===== config.mk =====
export PLATFORM = sky130hd
export DESIGN_NAME = jtag_user_dr_flat
export DESIGN_NICKNAME = d
export VERILOG_FILES = /design/src/rtl/jtag_pkg.sv /design/src/rtl/jtag_user_dr_if.sv /design/src/rtl/jtag_sync.sv /design/src/rtl/jtag_user_dr.sv /design/src/flat_wrapper.sv
export SDC_FILE = /design/constraint.sdc
export NUM_CORES = 1
export LEC_CHECK = 0
export CAP_MARGIN = 20
export CORE_ASPECT_RATIO = 1.75
export CORE_MARGIN = 4
export CORE_UTILIZATION = 55
export DETAILED_ROUTE_END_ITERATION = 10
export PLACE_DENSITY = 0.85
export SLEW_MARGIN = 20
export SYNTH_ARGS = -nofsm -noshare
export SYNTH_HDL_FRONTEND = slang
export SYNTH_HIERARCHICAL = 1
export SYNTH_SLANG_ARGS = --single-unit

===== constraint.sdc =====
create_clock -name clk_p -period 4.85 [get_ports clk_p]
set_input_delay 0.485 -clock clk_p [delete_from_list [all_inputs] [get_ports clk_p]]
set_output_delay 0.485 -clock clk_p [all_outputs]
set_load 0.005 [all_outputs]

===== src/rtl/jtag_pkg.sv =====
// Shared defaults and TAP event encoding for the JTAG user data register.
package jtag_pkg;

    localparam int unsigned DR_WIDTH_DEF    = 32;
    localparam int unsigned SYNC_STAGES_DEF = 2;

    // One TAP event acted on per synchronised TCK rise.
    typedef enum logic [1:0] {
        NONE = 2'd0,
        CAP  = 2'd1,
        SHF  = 2'd2,
        UPD  = 2'd3
    } tap_evt_e;

endpackage


===== src/rtl/jtag_user_dr_if.sv =====
// User-side bus: capture word in, update word out with valid/ready and sticky flags.
interface jtag_user_dr_if
    import jtag_pkg::*;
#(
    parameter int unsigned DR_WIDTH = DR_WIDTH_DEF
);

    logic [DR_WIDTH-1:0] cap_data;
    logic [DR_WIDTH-1:0] upd_data;
    logic                upd_valid;
    logic                upd_ready;
    logic                overrun;
    logic                len_err;

    modport master (
        input  cap_data,
        input  upd_ready,
        output upd_data,
        output upd_valid,
        output overrun,
        output len_err
    );

    modport slave (
        output cap_data,
        output upd_ready,
        input  upd_data,
        input  upd_valid,
        input  overrun,
        input  len_err
    );

endinterface


===== src/rtl/jtag_sync.sv =====
// Single-bit synchroniser chain with a rising-edge detector on the synchronised output.
module jtag_sync #(
    parameter int unsigned STAGES = 2
) (
    input  logic clk,
    input  logic rst_n,
    input  logic d,
    output logic q,
    output logic rise_c
);

    logic [STAGES-1:0] chain_q, chain_d;
    logic              prev_q, prev_d;

    // Shift the raw input into the chain; remember the last synchronised value.
    always_comb begin
        chain_d = {chain_q[STAGES-2:0], d};
        prev_d  = chain_q[STAGES-1];
    end

    // Chain and edge-history registers.
    always_ff @(posedge clk) begin
        if (!rst_n) begin
            chain_q <= '0;
            prev_q  <= 1'b0;
        end else begin
            chain_q <= chain_d;
            prev_q  <= prev_d;
        end
    end

    assign q      = chain_q[STAGES-1];
    assign rise_c = chain_q[STAGES-1] & ~prev_q;

endmodule


===== src/rtl/jtag_user_dr.sv =====
// JTAG USER data register: TCK is oversampled in the clk_p domain, capture/shift/update
// act on its synchronised rising edge, and updated words are handed off via valid/ready.
module jtag_user_dr
    import jtag_pkg::*;
#(
    parameter int unsigned DR_WIDTH    = DR_WIDTH_DEF,
    parameter int unsigned SYNC_STAGES = SYNC_STAGES_DEF
) (
    input  logic           clk_p,
    input  logic           rst_top,
    input  logic           TCK,
    input  logic           TDI,
    input  logic           SEL,
    input  logic           CAPTURE,
    input  logic           SHIFT,
    input  logic           UPDATE,
    input  logic           RESET,
    output logic           TDO,
    jtag_user_dr_if.master usr
);

    localparam int unsigned         CNT_W   = $clog2(DR_WIDTH + 2);
    localparam logic [CNT_W-1:0]    CNT_MAX = CNT_W'(DR_WIDTH + 1);
    localparam logic [CNT_W-1:0]    CNT_LEN = CNT_W'(DR_WIDTH);

    // Bit order of the non-clock JTAG inputs in the synchroniser bank.
    localparam int unsigned I_TDI = 1;
    localparam int unsigned I_SEL = 2;
    localparam int unsigned I_CAP = 3;
    localparam int unsigned I_SHF = 4;
    localparam int unsigned I_UPD = 5;
    localparam int unsigned I_RST = 6;

    logic [6:1] raw_in;
    logic [6:1] syn;
    logic [6:1] ctl_rise_unused;
    logic       tck_sync_unused;
    logic       tck_rise;

    assign raw_in = {RESET, UPDATE, SHIFT, CAPTURE, SEL, TDI};

    jtag_sync #(.STAGES(SYNC_STAGES)) u_sync_tck (
        .clk    (clk_p),
        .rst_n  (rst_top),
        .d      (TCK),
        .q      (tck_sync_unused),
        .rise_c (tck_rise)
    );

    for (genvar g = 1; g <= 6; g++) begin : g_sync
        jtag_sync #(.STAGES(SYNC_STAGES)) u_sync (
            .clk    (clk_p),
            .rst_n  (rst_top),
            .d      (raw_in[g]),
            .q      (syn[g]),
            .rise_c (ctl_rise_unused[g])
        );
    end

    logic [DR_WIDTH-1:0] sr_q, sr_d;
    logic [CNT_W-1:0]    cnt_q, cnt_d;
    logic                armed_q, armed_d;
    logic                tdo_q, tdo_d;
    logic [DR_WIDTH-1:0] upd_data_q, upd_data_d;
    logic                upd_valid_q, upd_valid_d;
    logic                overrun_q, overrun_d;
    logic                len_err_q, len_err_d;
    logic                accept_c;
    tap_evt_e            evt_c;

    // Decode the TAP event on this TCK rise; anything without SEL is ignored.
    always_comb begin
        evt_c = NONE;
        if (tck_rise && syn[I_SEL]) begin
            if (syn[I_CAP])      evt_c = CAP;
            else if (syn[I_SHF]) evt_c = SHF;
            else if (syn[I_UPD]) evt_c = UPD;
        end
    end

    // Next-state for the scan register, bit counter, handoff and sticky flags.
    always_comb begin
        sr_d        = sr_q;
        cnt_d       = cnt_q;
        armed_d     = armed_q;
        tdo_d       = sr_q[0];
        upd_data_d  = upd_data_q;
        upd_valid_d = upd_valid_q;
        overrun_d   = overrun_q;
        len_err_d   = len_err_q;
        accept_c    = upd_valid_q & usr.upd_ready;

        if (accept_c) upd_valid_d = 1'b0;

        if (syn[I_RST]) begin
            sr_d      = '0;
            cnt_d     = '0;
            overrun_d = 1'b0;
            len_err_d = 1'b0;
        end else begin
            case (evt_c)
                CAP: begin
                    sr_d    = usr.cap_data;
                    cnt_d   = '0;
                    armed_d = 1'b1;
                end
                SHF: begin
                    // Shifting stays frozen after a system reset until a fresh capture.
                    if (armed_q) begin
                        sr_d = {syn[I_TDI], sr_q[DR_WIDTH-1:1]};
                        if (cnt_q != CNT_MAX) cnt_d = cnt_q + CNT_W'(1);
                    end
                end
                UPD: begin
                    if (cnt_q != CNT_LEN) len_err_d = 1'b1;
                    if (!upd_valid_q || accept_c) begin
                        upd_data_d  = sr_q;
                        upd_valid_d = 1'b1;
                    end else begin
                        overrun_d = 1'b1;
                    end
                end
                default: ;
            endcase
        end
    end

    // State registers.
    always_ff @(posedge clk_p) begin
        if (!rst_top) begin
            sr_q        <= '0;
            cnt_q       <= '0;
            armed_q     <= 1'b0;
            tdo_q       <= 1'b0;
            upd_data_q  <= '0;
            upd_valid_q <= 1'b0;
            overrun_q   <= 1'b0;
            len_err_q   <= 1'b0;
        end else begin
            sr_q        <= sr_d;
            cnt_q       <= cnt_d;
            armed_q     <= armed_d;
            tdo_q       <= tdo_d;
            upd_data_q  <= upd_data_d;
            upd_valid_q <= upd_valid_d;
            overrun_q   <= overrun_d;
            len_err_q   <= len_err_d;
        end
    end

    assign TDO           = tdo_q;
    assign usr.upd_data  = upd_data_q;
    assign usr.upd_valid = upd_valid_q;
    assign usr.overrun   = overrun_q;
    assign usr.len_err   = len_err_q;

endmodule


===== src/flat_wrapper.sv =====
// flat-port wrapper written by rule: the top's interface ports become plain ports
module jtag_user_dr_flat import jtag_pkg::*;
#(
    parameter int unsigned DR_WIDTH    = DR_WIDTH_DEF,
    parameter int unsigned SYNC_STAGES = SYNC_STAGES_DEF
)
  (clk_p, rst_top, TCK, TDI, SEL, CAPTURE, SHIFT, UPDATE, RESET, TDO, usr_cap_data, usr_upd_ready, usr_upd_data, usr_upd_valid, usr_overrun, usr_len_err);
  jtag_user_dr_if #(.DR_WIDTH(DR_WIDTH)) usr_i ();
  input  logic clk_p;
  input  logic rst_top;
  input  logic TCK;
  input  logic TDI;
  input  logic SEL;
  input  logic CAPTURE;
  input  logic SHIFT;
  input  logic UPDATE;
  input  logic RESET;
  output logic TDO;
  input wire logic [$bits(usr_i.cap_data)-1:0] usr_cap_data;
  input wire logic [$bits(usr_i.upd_ready)-1:0] usr_upd_ready;
  output wire logic [$bits(usr_i.upd_data)-1:0] usr_upd_data;
  output wire logic [$bits(usr_i.upd_valid)-1:0] usr_upd_valid;
  output wire logic [$bits(usr_i.overrun)-1:0] usr_overrun;
  output wire logic [$bits(usr_i.len_err)-1:0] usr_len_err;
  assign usr_i.cap_data = usr_cap_data;
  assign usr_i.upd_ready = usr_upd_ready;
  assign usr_upd_data = usr_i.upd_data;
  assign usr_upd_valid = usr_i.upd_valid;
  assign usr_overrun = usr_i.overrun;
  assign usr_len_err = usr_i.len_err;
  jtag_user_dr #(.DR_WIDTH(DR_WIDTH), .SYNC_STAGES(SYNC_STAGES)) u_core (.clk_p(clk_p), .rst_top(rst_top), .TCK(TCK), .TDI(TDI), .SEL(SEL), .CAPTURE(CAPTURE), .SHIFT(SHIFT), .UPDATE(UPDATE), .RESET(RESET), .TDO(TDO), .usr(usr_i));
endmodule

==> run summary, run 1 <==
* **vias in the first global route** 2789
* **number of nets with antenna violations after routing** 0
* **setup slack after layout** 2540 ps
* **area used by multi-input combinational logic** 1580 µm²
* **post-route standard cell area excluding fillers** 4490 µm²
* **Pwr per Cell Area** 294 nW/µm²
* **worst setup skew after layout** 6.81 ps
* **Worst Setup Path Type** primary input to flop
* **TritonCTS clock tree** built
* **number of hold violations in the final report** 0
* **post-synth net total** 424
* **clock-pin slew reported for the worst setup and hold paths after clock tree synthesis** 80 ps
* **placed cell areas** 4300 µm²
* **number of iterations in the first detailed-routing pass** 4
* **number of clock buffers inserted by TritonCTS** 9
* **Max H-tree Level** 3
* **Worst-Margin Slew** 788 ps
* **part of the power in combinational logic** 5.2%
* **aggregate negative setup slack** 0 ps
* **number of setup violations in the final report** 0
* **1st-iter DRT viols** 177
* **x dimension of the die** 68.4 µm
* **cell type of the slowest stage on the worst timing path** sky130_fd_sc_hd__buf_4
* **area growth from synthesis to layout** 28.0%
* **internal power contribution** 1.05 mW
* **outcome** finished clean
* **critical-path maximum fanout** 83
* **Max clock buf depth** 2
* **number of slew-limit violations in the final report** 0
* **Post-CTS Setup Bufs** 0
* **num rows** 38
* **nature of the critical path startpoint** primary input
* **FILL cells** 479
* **cell-by-cell listing of the critical path** buf_2, buf_4, nand2b_4, a2111o_1, or3b_1, nand2_1
* **Core Box Area** 6180 µm²
* **net count of the finished layout** 489
* **instance count along the most critical hold path** 1
* **Crit path arrival time** 2600 ps
* **Max Clock Freq** 432 MHz
* **fraction of final layout cells with drive strength greater than 1** 4.90%
* **total routing resource utilization after global routing** 21.0%
* **RSZ-0062 raised after global routing** no
* **Critical Path Start** rst_top
* **initial antenna violation count** 0
* **root buffer cell** sky130_fd_sc_hd__clkbuf_8
* **Data required, critical path** 5140 ps
* **cell area after synthesis** 3510 µm²
* **sinks on the clock net** 90
* **Post-Place Worst Slack** 2180 ps
* **Clock Power Share** 38.2%
* **Wirelength per Cell** 14.3 µm
* **maximum number of pins on one net before global-route repair** 84
* **Final Wtd Congestion** 0.774
* **kind of end point of the critical path** flop
* **post-detailed-route DRC marker count** 0
* **Peak supply drop** 0.000221 V
* **worst reg-to-reg path cell count** 6
* **min-delay worst type** flop to flop
* **maximum cell stage delay along the critical path** 580 ps
* **Synthesis Warnings** 6
* **net switching power** 0.271 mW
* **leakage power total** 1.74 nW
* **switching part of the total power** 20.5%
* **area of the die** 7780 µm²
* **global-route wire length before repair** 12600 µm
* **Chip Height** 114 µm
* **Max-cap violations** 0
* **# port buffers** 77
* **global route overflow** 0
* **post_cts resized** 0
* **Total Routed Length** 7580 µm
* **sequential power share** 56.5%
* **num ports** 78
* **reg-to-reg critical path startpoint** u_core/u_sync_tck/chain_q[1]$_SDFF_PN0_
* **period utilization** 47.7%
* **Gate Count Post-Synth** 379
* **relative max-transition margin** 47.1%
* **synthesized area divided by synthesized cell count** 9.26 µm²
* **total area of sequential cells** 1800 µm²
* **count of antenna diodes in the layout** 0
* **CTS Hold Bufs** 0
* **initial core utilization** 56.8%
* **source of the worst hold timing path** u_core/u_sync_tck/chain_q[0]$_SDFF_PN0_
* **Skew-Pair Late Insertion Delay** 340 ps
* **total via count in the routed design** 2855
* **final critical-path required period** 2310 ps
* **post-detail-place hpwl** 5130 µm
* **Vias/cell** 5.40
-- layout make-up --
| class | instances | share of cell area [%] |
|---|---|---|
| Inverter | 5 | 0.418 |
| Multi-Input combinational cell | 257 | 35.2 |
| Timing Repair Buffer | 81 | 17.7 |
| Tap cell | 80 | 2.23 |
| Clock inverter | 2 | 0.780 |
| Sequential cell | 90 | 40.1 |
| Clock buffer | 14 | 3.62 |
-- worst paths after layout --
path	slack, ps	to
setup / recovery	2540	u_core/cnt_q[3]$_SDFFE_PP0P_
hold / removal	430	u_core/u_sync_tck/chain_q[1]$_SDFF_PN0_
setup reg to reg	2580	u_core/usr.upd_data[29]$_SDFFE_PN0P_
hold reg to reg	430	u_core/u_sync_tck/chain_q[1]$_SDFF_PN0_
-- registers in the layout, indices dropped and copies added, names as in the netlist --
register,flops
u_core/usr.upd_data,32
u_core/TDO,1
u_core/usr.upd_valid,1
u_core/g_sync.u_sync/chain_q,12
u_core/u_sync_tck/chain_q,2
u_core/usr.len_err,1
u_core/cnt_q,6
u_core/armed_q,1
u_core/usr.overrun,1
u_core/sr_q,32
u_core/u_sync_tck/prev_q,1
-- cell usage in the layout (no fill, tap or decap), types with 2 or more instances in the layout --
master,instances
sky130_fd_sc_hd__a211oi_1,32
sky130_fd_sc_hd__a21oi_1,3
sky130_fd_sc_hd__and2_1,16
sky130_fd_sc_hd__buf_4,4
sky130_fd_sc_hd__clkbuf_1,3
sky130_fd_sc_hd__clkbuf_8,11
sky130_fd_sc_hd__clkdlybuf4s50_1,76
sky130_fd_sc_hd__dfxtp_1,90
sky130_fd_sc_hd__ha_1,3
sky130_fd_sc_hd__inv_1,5
sky130_fd_sc_hd__mux2i_1,33
sky130_fd_sc_hd__nand2_1,37
sky130_fd_sc_hd__nand2b_1,3
sky130_fd_sc_hd__nand3_1,33
sky130_fd_sc_hd__nor2_1,37
sky130_fd_sc_hd__nor2b_1,2
sky130_fd_sc_hd__o21a_1,2
sky130_fd_sc_hd__o21ai_1,35
sky130_fd_sc_hd__o311ai_1,3
-- worst max-delay path, delay by kind of cell --
family	cells	cell delay (ps)
AO/OA/AOI/OAI	1	580
buffers and inverters	2	660
AND/OR/NAND/NOR	3	860
-- through the flow --
stage,total power [mW],utilization [%],std cells,hold WS [ps]
after global placement,0.833,69.5,513,407
after detailed placement,0.834,69.5,513,416
after global routing,1.37,72.7,529,451
final,1.32,72.7,529,429
after floorplan,0.793,-,379,406
after CTS,1.33,72.7,529,436
-- layer usage --
metal	wire, µm	track usage (%)	up-vias	part of all wire [%]
met5	0	0	-	0
met4	132	8.63	0	1.7
met3	297	3.74	12	3.9
met2	4080	34.9	63	54
met1	3070	25.9	1324	40
li1	-	-	1456	-
-- power groups by stage --
stage	clock [mW]	combinational, mW	sequential, mW
floorplan	0	0.0295	0.764
CTS	0.515	0.0698	0.747
detailed placement	0	0.0692	0.765
global route	0.546	0.0748	0.748
global placement	0	0.0683	0.764
finish	0.505	0.0692	0.747
No activity file was read; power rests on OpenSTA's default activity.
==> run 2, diff against run 1 <==
--- a/config.mk
+++ b/config.mk
@@ -8,9 +8,9 @@
 export CAP_MARGIN = 20
 export CORE_ASPECT_RATIO = 1.75
 export CORE_MARGIN = 4
-export CORE_UTILIZATION = 55
+export CORE_UTILIZATION = 51
 export DETAILED_ROUTE_END_ITERATION = 10
-export PLACE_DENSITY = 0.85
+export PLACE_DENSITY = 0.8
 export SLEW_MARGIN = 20
 export SYNTH_ARGS = -nofsm -noshare
 export SYNTH_HDL_FRONTEND = slang
==> constraint.sdc (replaced) <==
create_clock -name clk_p -period 2.25 [get_ports clk_p]
set_input_delay 0.225 -clock clk_p [delete_from_list [all_inputs] [get_ports clk_p]]
set_output_delay 0.225 -clock clk_p [all_outputs]
set_load 0.005 [all_outputs]
==> run 2 against run 1 <==
Critical path depth shrank 1. Sequential share of layout area decreased by 1.7 points. Die area is 7.1% higher. Via count increased by 0.53%. Global-route usage decreased by 1.6 points. Sequential power rose by 120%. Clock power grew to 3.4 times the previous value. Non-clock buffer count increased by 1. Sequential cell count did not move. Utilization fell by 2.0 points. Cell area rose by 4.3%. Largest cell class unchanged. Highest routed layer unchanged.
==> run summary, run 2 (synthesis results as in run 1) <==
* **Final Wtd Congestion** 0.765
* **internal power contribution** 2.81 mW
* **num rows** 39
* **Clock Power Share** 49.1%
* **number of cells in the finished layout apart from fillers** 532
* **vias in the first global route** 2770
* **number of slew-limit violations in the final report** 0
* **maximum cell stage delay along the critical path** 490 ps
* **area growth from synthesis to layout** 33.6%
* **x dimension of the die** 70.7 µm
* **Post-Route Utilization** 70.7%
* **Crit path arrival time** 1840 ps
* **RSZ-0062 raised after global routing** no
* **sinks on the clock net** 90
* **leakage power total** 1.82 nW
* **Total Routed Length** 7710 µm
* **sequential power share** 46.4%
* **maximum number of pins on one net before global-route repair** 83
* **Max clock buf depth** 2
* **net switching power** 0.662 mW
* **fraction of final layout cells with drive strength greater than 1** 5.33%
* **number of clock buffers inserted by TritonCTS** 9
* **global-route wire length before repair** 13000 µm
* **number of setup violations in the final report** 0
* **final critical-path required period** 1630 ps
* **kind of end point of the critical path** flop
* **Chip Height** 118 µm
* **initial antenna violation count** 0
* **post_cts resized** 0
* **period utilization** 72.3%
* **switching part of the total power** 19.0%
* **1st-iter DRT viols** 166
* **Peak supply drop** 0.000623 V
* **global route overflow** 0
* **cell-by-cell listing of the critical path** nand4b_1, buf_4, a31oi_1, o311ai_1, o31ai_1
* **relative max-transition margin** 62.5%
* **crit path buf inv count** 1
* **# port buffers** 77
* **post-detail-place hpwl** 5120 µm
* **Core Box Area** 6640 µm²
* **TritonCTS clock tree** built
* **Max H-tree Level** 3
* **post-route standard cell area excluding fillers** 4690 µm²
* **final worst hold slack** 424 ps
* **total via count in the routed design** 2870
* **cell type of the slowest stage on the worst timing path** sky130_fd_sc_hd__buf_4
* **Pwr per Cell Area** 741 nW/µm²
* **CP delay by family, top** buffers and inverters
* **nature of the critical path startpoint** flop
* **commonest cells after routing, fill and taps aside** 90 x sky130_fd_sc_hd__dfxtp_1, 76 x sky130_fd_sc_hd__clkdlybuf4s50_1, 37 x sky130_fd_sc_hd__nand2_1, 37 x sky130_fd_sc_hd__nor2_1, 35 x sky130_fd_sc_hd__o21ai_1
* **setup slack after layout** 622 ps
* **part of the power in combinational logic** 4.4%
* **Max Clock Freq** 614 MHz
* **critical-path maximum fanout** 35
* **net count of the finished layout** 490
* **Worst-Margin Slew** 562 ps
* **most common library cell in the layout ignoring fill and taps** sky130_fd_sc_hd__dfxtp_1
* **root buffer cell** sky130_fd_sc_hd__clkbuf_16
* **initial core utilization** 52.9%
* **Worst Setup Path Type** flop to flop
* **outcome** finished clean
* **PnR Total Power** 3.48 mW
* **num ports** 78
* **Wirelength per Cell** 14.5 µm
* **min-delay worst type** flop to flop
* **number of nets with antenna violations after routing** 0
* **CTS Hold Bufs** 0
* **Placed Instances** 516
* **post-detailed-route DRC marker count** 0
* **clock-pin slew reported for the worst setup and hold paths after clock tree synthesis** 60 ps
* **Vias/cell** 5.39
* **aggregate negative setup slack** 0 ps
* **number of hold violations in the final report** 0
* **Post-Place Worst Slack** 625 ps
* **placed cell areas** 4340 µm²
* **Skew-Pair Late Insertion Delay** 340 ps
* **Post-CTS Setup Bufs** 0
* **worst setup skew after layout** 4.58 ps
* **area of the die** 8330 µm²
* **count of antenna diodes in the layout** 0
* **Max-cap violations** 0
* **total routing resource utilization after global routing** 19.3%
* **number of iterations in the first detailed-routing pass** 4
* **Data required, critical path** 2470 ps
run 2: changes by cell type in the layout (fill, tap and decap cells not counted), sizes merged:
cell    delta
bufinv     +2
clkbuf     -2
buf        +1
run 2: area by class of cell:
| type | instances | area, µm² |
|---|---|---|
| Fill cell | 564 | 1950 |
| Sequential cell | 90 | 1800 |
| Multi-Input combinational cell | 257 | 1580 |
| Timing Repair Buffer | 82 | 841 |
| Clock buffer | 12 | 246 |
| Tap cell | 82 | 103 |
| Clock inverter | 4 | 98.8 |
| Inverter | 5 | 18.8 |
run 2: power groups by stage:
stage / sequential [mW] / combinational, mW / clock (mW)
after floorplan: 1.65 / 0.0636 / 0
after global placement: 1.65 / 0.152 / 0
after detailed placement: 1.65 / 0.154 / 0
after CTS: 1.61 / 0.156 / 1.74
after global routing: 1.61 / 0.167 / 1.82
final: 1.61 / 0.154 / 1.71
run 2: final timing paths:
| kind | startpoint | to | slack, ps | cells past startpoint |
|---|---|---|---|---|
| worst max-delay path | u_core/g_sync[3].u_sync/chain_q[1]$_SDFF_PN0_ | u_core/cnt_q[5]$_SDFFE_PP0P_ | 620 | 5 |
| worst min-delay path | u_core/g_sync[6].u_sync/chain_q[0]$_SDFF_PN0_ | u_core/g_sync[6].u_sync/chain_q[1]$_SDFF_PN0_ | 420 | 1 |
| worst max register to register | u_core/g_sync[3].u_sync/chain_q[1]$_SDFF_PN0_ | u_core/cnt_q[5]$_SDFFE_PP0P_ | 620 | 5 |
| worst min register to register | u_core/g_sync[6].u_sync/chain_q[0]$_SDFF_PN0_ | u_core/g_sync[6].u_sync/chain_q[1]$_SDFF_PN0_ | 420 | 1 |
run 2: metal layers:
metal	wire length (µm)	global-route usage, %	vias up	part of all wire [%]
li1	-	-	1457	-
met1	3120	22.0	1327	40
met2	4010	32.8	67	52
met3	355	4.62	19	4.6
met4	228	9.76	0	3.0
met5	0	0	-	0
==> run 3, diff against run 2 <==
==> constraint.sdc (replaced) <==
create_clock -name clk_p -period 1.6 [get_ports clk_p]
set_input_delay 0.16 -clock clk_p [delete_from_list [all_inputs] [get_ports clk_p]]
set_output_delay 0.16 -clock clk_p [all_outputs]
set_load 0.005 [all_outputs]
==> run 3 against run 2 <==
Combinational power rose by 44%. First-iteration DRC count rose by 17%. Largest power group unchanged. Highest routed layer unchanged. Die area did not move. Sequential share of layout area fell by 1.2 points. Sequential power rose by 41%. Setup slack got worse by 590 ps.
==> run summary, run 3 (synthesis results as in run 1) <==
* **outcome** finished clean
* **Worst Setup Path Type** flop to flop
* **post-detail-place hpwl** 5210 µm
* **Max H-tree Level** 3
* **Max-cap violations** 0
* **fraction of final layout cells with drive strength greater than 1** 8.89%
* **area growth from synthesis to layout** 38.1%
* **Worst-Margin Slew** 387 ps
* **end of the worst register-to-register path** u_core/usr.upd_data[24]$_SDFFE_PN0P_
* **most common library cell in the layout ignoring fill and taps** sky130_fd_sc_hd__dfxtp_1
* **count of antenna diodes in the layout** 0
* **Clock Power Share** 49.3%
* **TritonCTS clock tree** built
* **num rows** 39
* **FILL cells** 531
* **number of setup violations in the final report** 0
* **Wirelength per Cell** 16.1 µm
* **number of slew-limit violations in the final report** 0
* **global-route wire length before repair** 13400 µm
* **area of the die** 8330 µm²
* **Skew-Pair Late Insertion Delay** 340 ps
* **aggregate negative setup slack** 0 ps
* **part of the power in combinational logic** 4.5%
* **RSZ-0062 raised after global routing** yes
* **crit path capture** u_core/usr.upd_data[24]$_SDFFE_PN0P_
* **post-detailed-route DRC marker count** 0
* **clock-pin slew reported for the worst setup and hold paths after clock tree synthesis** 60 ps
* **Vias/cell** 5.45
* **initial antenna violation count** 0
* **number of hold violations in the final report** 0
* **global route overflow** 0
* **Total Routed Length** 8750 µm
* **Crit path arrival time** 1840 ps
* **final worst hold slack** 352 ps
* **period utilization** 98.1%
* **PnR Total Power** 4.91 mW
* **worst setup skew after layout** 7.02 ps
* **net switching power** 0.956 mW
* **Placed Instances** 520
* **Core Box Area** 6640 µm²
* **reg-to-reg critical path startpoint** u_core/u_sync_tck/chain_q[1]$_SDFF_PN0_
* **number of clock buffers inserted by TritonCTS** 9
* **Post-Place Worst Slack** 35.6 ps
* **switching part of the total power** 19.5%
* **nature of the critical path startpoint** flop
* **final critical-path required period** 1570 ps
* **Peak supply drop** 0.000836 V
* **# port buffers** 77
* **Pwr per Cell Area** 1010 nW/µm²
* **CTS Hold Bufs** 0
* **x dimension of the die** 70.7 µm
* **num ports** 78
* **number of iterations in the first detailed-routing pass** 4
* **number of nets with antenna violations after routing** 0
* **root buffer cell** sky130_fd_sc_hd__clkbuf_16
* **min-delay worst type** primary input to flop
* **net count of the finished layout** 501
* **Post-Route Utilization** 73.1%
* **placed cell areas** 4390 µm²
* **Final Wtd Congestion** 0.783
* **leakage power total** 1.89 nW
* **Critical Path Start** u_core/u_sync_tck/chain_q[1]$_SDFF_PN0_
* **total via count in the routed design** 2961
* **post-route standard cell area excluding fillers** 4850 µm²
* **commonest cells after routing, fill and taps aside** 89 x sky130_fd_sc_hd__dfxtp_1, 76 x sky130_fd_sc_hd__clkdlybuf4s50_1, 37 x sky130_fd_sc_hd__nand2_1, 37 x sky130_fd_sc_hd__nor2_1, 34 x sky130_fd_sc_hd__o21ai_1
* **setup slack after layout** 30.4 ps
* **sinks on the clock net** 90
* **number of cells in the finished layout apart from fillers** 543
* **total routing resource utilization after global routing** 19.9%
* **sequential power share** 46.2%
* **Max Clock Freq** 637 MHz
* **internal power contribution** 3.96 mW
* **Data required, critical path** 1870 ps
* **initial core utilization** 52.9%
* **relative max-transition margin** 74.2%
* **maximum number of pins on one net before global-route repair** 82
* **Chip Height** 118 µm
* **Max clock buf depth** 2
* **critical-path maximum fanout** 32
* **1st-iter DRT viols** 194
* **kind of end point of the critical path** flop
* **worst reg-to-reg setup slack** 30 ps
* **worst reg-to-reg path cell count** 7
* **vias in the first global route** 2897
[run 3: cell types whose count changed in the layout (fill, tap and decap cells not counted)]
cell and delta:
sky130_fd_sc_hd__buf_8 +1, sky130_fd_sc_hd__buf_6 +3, sky130_fd_sc_hd__clkinvlp_4 +2, sky130_fd_sc_hd__o21ai_2 +1, sky130_fd_sc_hd__buf_4 +5, sky130_fd_sc_hd__o21ai_1 -1
sky130_fd_sc_hd__dfxtp_2 +1, sky130_fd_sc_hd__nand3_1 -2, sky130_fd_sc_hd__clkbuf_1 -2, sky130_fd_sc_hd__dfxtp_1 -1, sky130_fd_sc_hd__clkbuf_16 +2, sky130_fd_sc_hd__nand3_2 +2
[run 3: what timing repair did]
action                                  4_1_cts  5_1_grt
gates resized for setup                       0       10
hold endpoints to repair                      0        0
endpoints found under the setup margin        0       34
buffers inserted                              0        3
[run 3: worst min path at each step]
| stage | start | endpoint | slack (ps) | depth (start not counted) |
|---|---|---|---|---|
| after floorplan | rst_top | u_core/g_sync[1].u_sync/chain_q[0]$_SDFF_PN0_ | 280 | 1 |
| after global placement | u_core/g_sync[4].u_sync/chain_q[0]$_SDFF_PN0_ | u_core/g_sync[4].u_sync/chain_q[1]$_SDFF_PN0_ | 410 | 1 |
| after detailed placement | u_core/g_sync[6].u_sync/chain_q[0]$_SDFF_PN0_ | u_core/g_sync[6].u_sync/chain_q[1]$_SDFF_PN0_ | 410 | 1 |
| after CTS | rst_top | u_core/cnt_q[3]$_SDFFE_PP0P_ | 350 | 5 |
| after global routing | rst_top | u_core/cnt_q[3]$_SDFFE_PP0P_ | 370 | 4 |
| final | rst_top | u_core/cnt_q[3]$_SDFFE_PP0P_ | 350 | 5 |
[run 3: power by group through the flow]
stage | Clock (mW) | Combinational, mW | Sequential, mW
finish | 2.42 | 0.222 | 2.27
global route | 2.57 | 0.238 | 2.27
CTS | 2.45 | 0.221 | 2.27
detailed placement | 0 | 0.218 | 2.32
global placement | 0 | 0.215 | 2.32
floorplan | 0 | 0.0894 | 2.32
[run 3: worst max-delay path, stage by stage, from the launching register on]
cell and delay, ps:
sky130_fd_sc_hd__dfxtp_2 320, sky130_fd_sc_hd__nor2b_4 150, sky130_fd_sc_hd__nand3b_1 170, sky130_fd_sc_hd__nor4_4 300, sky130_fd_sc_hd__buf_6 180, sky130_fd_sc_hd__buf_12 200, sky130_fd_sc_hd__nand3_2 90, sky130_fd_sc_hd__o21ai_1 80
[run 3: area by class of cell]
cell class / instances / area (µm²) / area share, %
repair buffers: 93 / 977 / 20.2
multi-input cells: 257 / 1590 / 32.9
clock buffers: 10 / 239 / 4.93
inverters: 5 / 18.8 / 0.387
well taps: 82 / 103 / 2.12
clock inverters: 6 / 114 / 2.35
flip-flops and latches: 90 / 1800 / 37.2
[run 3: per-layer routing]
layer  track usage [%]  vias to the layer above  wire (µm)
met5                 0                        -          0
met1              23.0                     1380       3570
met2              34.7                       85       4580
met3              4.70                       11        459
met4              7.76                        0        137
li1                  -                     1485          -
